[config.mk]
export PLATFORM = sky130hd
export DESIGN_NAME = wbp2classic
export DESIGN_NICKNAME = d
export VERILOG_FILES = /design/src/rtl/wbp2classic.sv
export SDC_FILE = /design/constraint.sdc
export NUM_CORES = 1
export LEC_CHECK = 0
export CAP_MARGIN = 10
export CORE_MARGIN = 10
export CORE_UTILIZATION = 41
export DETAILED_ROUTE_END_ITERATION = 10
export GPL_ROUTABILITY_DRIVEN = 0
export PLACE_DENSITY = 0.94
export SETUP_SLACK_MARGIN = 0.4
export SLEW_MARGIN = 5
export SYNTH_ARGS = -nofsm -noshare
export SYNTH_HDL_FRONTEND = slang
export SYNTH_SLANG_ARGS = --single-unit
[constraint.sdc]
create_clock -name i_clk -period 5 [get_ports i_clk]
set_input_delay 1 -clock i_clk [delete_from_list [all_inputs] [get_ports i_clk]]
set_output_delay 1 -clock i_clk [all_outputs]
set_load 0.05 [all_outputs]
[src/rtl/wbp2classic.sv]
// wbp2classic: Wishbone pipelined-slave to Wishbone classic-master bridge.
//
// Takes one pipelined request at a time and replays it as a registered
// classic cycle. The slave's ack, err and read data are returned to the
// pipelined side. Dropping i_scyc aborts a cycle that is in flight. A bus
// error leaves the bridge stalled until the master drops i_scyc.
//
// Optional feature: define WBP2C_TIMEOUT_EN to add a watchdog. It turns a
// classic cycle that gets no answer into a bus error.
//
// Parameters:
//   AW        - word address width
//   DW        - data width (DW/8 byte selects)
//   LGTIMEOUT - watchdog counter width, must be >= 2 (WBP2C_TIMEOUT_EN only)
//
// Ports:
//   i_clk, i_reset       - clock, synchronous active-high reset
//   i_scyc, i_sstb       - pipelined cycle / strobe
//   i_swe, i_saddr,
//   i_sdata, i_ssel      - pipelined request fields
//   o_sstall             - stall; high whenever a request is outstanding
//   o_sack, o_serr       - one-cycle ack / error pulses
//   o_sdata              - read data, held until the next ack
//   o_mcyc, o_mstb       - classic cycle / strobe
//   o_mwe, o_maddr,
//   o_mdata, o_msel      - classic request fields, held for the whole cycle
//   o_mcti, o_mbte       - always classic single cycle (zero)
//   i_mack, i_merr       - classic ack / error
//   i_mdata              - classic read data
module wbp2classic #(
  parameter int unsigned AW        = 12,
  parameter int unsigned DW        = 32,
  parameter int unsigned LGTIMEOUT = 8
) (
  input  logic            i_clk,
  input  logic            i_reset,
  input  logic            i_scyc,
  input  logic            i_sstb,
  input  logic            i_swe,
  input  logic [AW-1:0]   i_saddr,
  input  logic [DW-1:0]   i_sdata,
  input  logic [DW/8-1:0] i_ssel,
  output logic            o_sstall,
  output logic            o_sack,
  output logic [DW-1:0]   o_sdata,
  output logic            o_serr,
  output logic            o_mcyc,
  output logic            o_mstb,
  output logic            o_mwe,
  output logic [AW-1:0]   o_maddr,
  output logic [DW-1:0]   o_mdata,
  output logic [DW/8-1:0] o_msel,
  output logic [2:0]      o_mcti,
  output logic [1:0]      o_mbte,
  input  logic            i_mack,
  input  logic [DW-1:0]   i_mdata,
  input  logic            i_merr
);

  typedef enum logic [1:0] {StIdle, StBusy, StErrWait} state_e;

  state_e state;
  logic   expired;

`ifdef WBP2C_TIMEOUT_EN
  // The counter reads 0 in the first BUSY cycle. Expiry fires in the cycle
  // whose increment would make it all-ones. So a silent slave sees exactly
  // 2^LGTIMEOUT-1 BUSY cycles before the error.
  localparam logic [LGTIMEOUT-1:0] TimerLast = {{(LGTIMEOUT-1){1'b1}}, 1'b0};

  logic [LGTIMEOUT-1:0] timer;

  assign expired = (timer == TimerLast);
`else
  // No watchdog: BUSY waits for the slave indefinitely.
  assign expired = 1'b0;
`endif

  assign o_sstall = (state != StIdle);
  assign o_mcti   = 3'b000;
  assign o_mbte   = 2'b00;

  always_ff @(posedge i_clk) begin
    if (i_reset) begin
      state   <= StIdle;
      o_mcyc  <= 1'b0;
      o_mstb  <= 1'b0;
      o_sack  <= 1'b0;
      o_serr  <= 1'b0;
      o_mwe   <= 1'b0;
      o_maddr <= '0;
      o_mdata <= '0;
      o_msel  <= '0;
      o_sdata <= '0;
`ifdef WBP2C_TIMEOUT_EN
      timer   <= '0;
`endif
    end else begin
      o_sack <= 1'b0;
      o_serr <= 1'b0;
      unique case (state)
        StIdle: begin
          if (i_scyc && i_sstb) begin
            o_mcyc  <= 1'b1;
            o_mstb  <= 1'b1;
            o_mwe   <= i_swe;
            o_maddr <= i_saddr;
            o_mdata <= i_sdata;
            o_msel  <= i_ssel;
            state   <= StBusy;
`ifdef WBP2C_TIMEOUT_EN
            timer   <= '0;
`endif
          end else if (!i_scyc) begin
            // Release the bus lock held over from the previous ack.
            o_mcyc <= 1'b0;
          end
        end
        StBusy: begin
`ifdef WBP2C_TIMEOUT_EN
          timer <= timer + 1'b1;
`endif
          if (!i_scyc) begin
            o_mcyc <= 1'b0;
            o_mstb <= 1'b0;
            state  <= StIdle;
          end else if (i_merr || (expired && !i_mack)) begin
            // A real ack beats the watchdog, but err beats ack.
            o_mcyc <= 1'b0;
            o_mstb <= 1'b0;
            o_serr <= 1'b1;
            state  <= StErrWait;
          end else if (i_mack) begin
            o_sdata <= i_mdata;
            o_sack  <= 1'b1;
            o_mstb  <= 1'b0;
            state   <= StIdle;
          end
        end
        StErrWait: begin
          o_mcyc <= 1'b0;
          if (!i_scyc) begin
            state <= StIdle;
          end
        end
        default: state <= StIdle;
      endcase
    end
  end

endmodule

==> flow_summary_export.csv <==
group,metric,value,unit
sta,relSlewSlack,20.05,%
yosys,syn_area,0.003168,mm²
pwr,powerDensity,309.2,mW/mm²
floorplan,die_x,107.9,µm
placement,post-place-ws,1.834,ns
grt,grt_max_degree,53,
critical_path,worstPathRequired,4.00,ns
clock_tree,root_buffer,"clkbuf_8",
routing,wl_per_cell,15.87,µm
final_layout,area_growth,59.91,%
critical_path,reg2reg_slack,2.66,ns
sta,fin_skew,0.01035,ns
floorplan,io_pins,178,
run,drv_cap,0,
clock_tree,cts_buffer_depth,2,
grt,grt_pass1_wl,16030,µm
hold_path,min_from,"o_mdata[28]",
critical_path,reg2reg_to,"o_sdata[23]",
sta,worst_slack,2.018,ns
critical_path,cp-start-kind,"flop",
critical_path,critPathKind,"reg -> out",
grt,antenna_found_initial,0,
floorplan,dieArea,0.01164,mm²
yosys,yosys_register_bits,87,
routing,vias_per_cell,4.810,
routing,drc,0,
final_layout,stdcell_count,658,
yosys,synth_common_cells,"nand2_1, dfxtp_1, a21oi_1",
clock_tree,clkSlewWorstSetupHoldPaths,0.07,ns
critical_path,critical_path.cell_chain,"inv_1, ha_1, inv_1, clkdlybuf4s50_1",
clock_tree,cts_buffers,9,
yosys,synth.avg_cell_area,7.920,µm²
routing,drtIter0Drc,113,
placement,hpwl,7905,µm
critical_path,crit_path_max_fanout,6,
outcome,status,"finished clean",
hold_path,hold_path.class,"reg -> reg",
final_layout,drive_gt1_share,3.399,%
sta,finalHoldViolations,0,
clock_tree,clk_latency,0.34,ns
floorplan,rows,31,
clock_tree,hold_buffers,0,
routing,postRouteAntennaNets,0,
grt,grt_pass1_vias,3146,
floorplan,die_y,107.9,µm
pwr,power.leakage,0.001790,µW
yosys,synth_edf_count,0,
yosys,synth_cell_types,28,
sta,setup_viol,0,
sta,hold_ws,0.4557,ns
critical_path,critPathMaxStageDelay,0.82,ns
clock_tree,ctsResizeCount,0,
sta,finalMaxSlewViolations,0,
final_layout,final_area,0.005066,mm²
clock_tree,cts_num_sinks,87,
yosys,synth_cells,400,
critical_path,ff2ff_path_depth,6,
final_layout,fillers,591,
placement,dp_cells,642,
yosys,async_reset_ff_share,0,%
critical_path,crit_path_end_kind,"output pin",
final_layout,antenna_cells,0,
critical_path,r2r-start,"state[1]",
floorplan,initial_utilization,42.99,%
yosys,synth_top_area_share,54.98,%
placement,placedInstanceArea,0.004876,mm²
sta,min_period_over_period,59.65,%
clock_tree,post_cts_buffers,0,
yosys,synth_largest_area_cell,"dfxtp_1",
routing,wl,10440,µm
pwr,ir_drop,204.1,µV
sta,post-route-min-period,2.982,ns
clock_tree,tritoncts,"done",
sta,fin_tns_setup,0,ns
final_layout,nets,646,
critical_path,crit_start,"state[0]",
sta,fmax,335.3,MHz
critical_path,arrival,1.98,ns
placement,portBuffers,172,
sta,worst_slew_pin_slew,1.196,ns
yosys,synth.area.top_cells,"dfxtp_1, nand2_1, a21oi_1",
sta,rsz0062_at_grt,"false",
yosys,yosysMostFrequentCell,"nand2_1",
hold_path,whs_path_depth,2,
floorplan,core_area,0.007370,mm²
grt,grt_use_total,17.05,%
yosys,ys_warn_count,0,
yosys,ys_seq_area_share,54.98,%
clock_tree,cts_htree_levels,3,
grt,overflow,0,
critical_path,critPathSlowestCell,"clkdlybuf4s50_1",
hold_path,holdPathEnd,"o_mdata[28]",
routing,via_count,3165,
yosys,synth_ff_type,"dfxtp_1",
critical_path,path_common_cell,"inv_1",
routing,first_pass_iters,5,
==> layout make-up <==
| type | count | area (µm²) | share of cell area (%) |
|---|---|---|---|
| Timing Repair Buffer | 173 | 1724 | 34.03 |
| Inverter | 5 | 18.77 | 0.3705 |
| Clock buffer | 11 | 131.4 | 2.593 |
| Tap cell | 99 | 123.9 | 2.445 |
| Multi-Input combinational cell | 278 | 1267 | 25.02 |
| Clock inverter | 5 | 58.81 | 1.161 |
| Sequential cell | 87 | 1742 | 34.38 |
==> critical path: cells and delay by family (launching register included) <==
kind | cells | cell delay [ns]
buffers and inverters | 3 | 1.00
DFF | 1 | 0.38
adders and majority gates | 1 | 0.27
==> cell families after synthesis <==
kind of cell	Yosys count	share of synthesized area (%)
and+or+nand+nor	177	22.12
AOI/OAI and AO/OA	90	14.81
DFF	87	54.98
buffers and inverters	39	5.687
adders and majority gates	5	1.975
muxes	1	0.3160
other	1	0.1184
==> through the flow <==
step | utilization [%] | power (µW)
floorplan | - | 966.3
global placement | 66.16 | 1108
detailed placement | 66.16 | 1117
CTS | 68.74 | 1588
global route | 68.74 | 1645
finish | 68.74 | 1566
==> worst max path at each step <==
| stage | endpoint | slack (ns) |
|---|---|---|
| detailed placement | o_sdata[23] | 1.83 |
| CTS | o_sstall | 2.00 |
| global route | o_sstall | 1.90 |
| finish | o_sstall | 2.02 |
| floorplan | state[0] | 2.94 |
| global placement | o_sdata[13] | 1.97 |
==> layer usage <==
layer,vias up,track usage (%),wire [µm]
met4,0,4.962,194
met5,-,0,0
met2,113,30.23,5245
li1,1585,-,-
met1,1448,17.87,4025
met3,19,7.485,974
==> power breakdown <==
part,switching [µW],internal [µW]
combinational,218,141
sequential,16.1,724
clock,236,232
total,470,1100
==> registers in the layout, summed over array words and instances, names as in the netlist <==
register	cells
o_mdata	32
o_sdata	32
o_maddr	12
o_msel	4
state	2
o_mcyc	1
o_mstb	1
o_mwe	1
o_sack	1
o_serr	1
==> layout by cell type (no fill, tap or decap), drive strengths merged, types with 3 or more instances in the layout <==
master	instances
clkbuf	11
clkdlybuf4s50	171
inv	5
nand3	3
nand2	164
dfxtp	87
a21oi	82
ha	5
conb	5
Power figures use the tool's default switching activity.
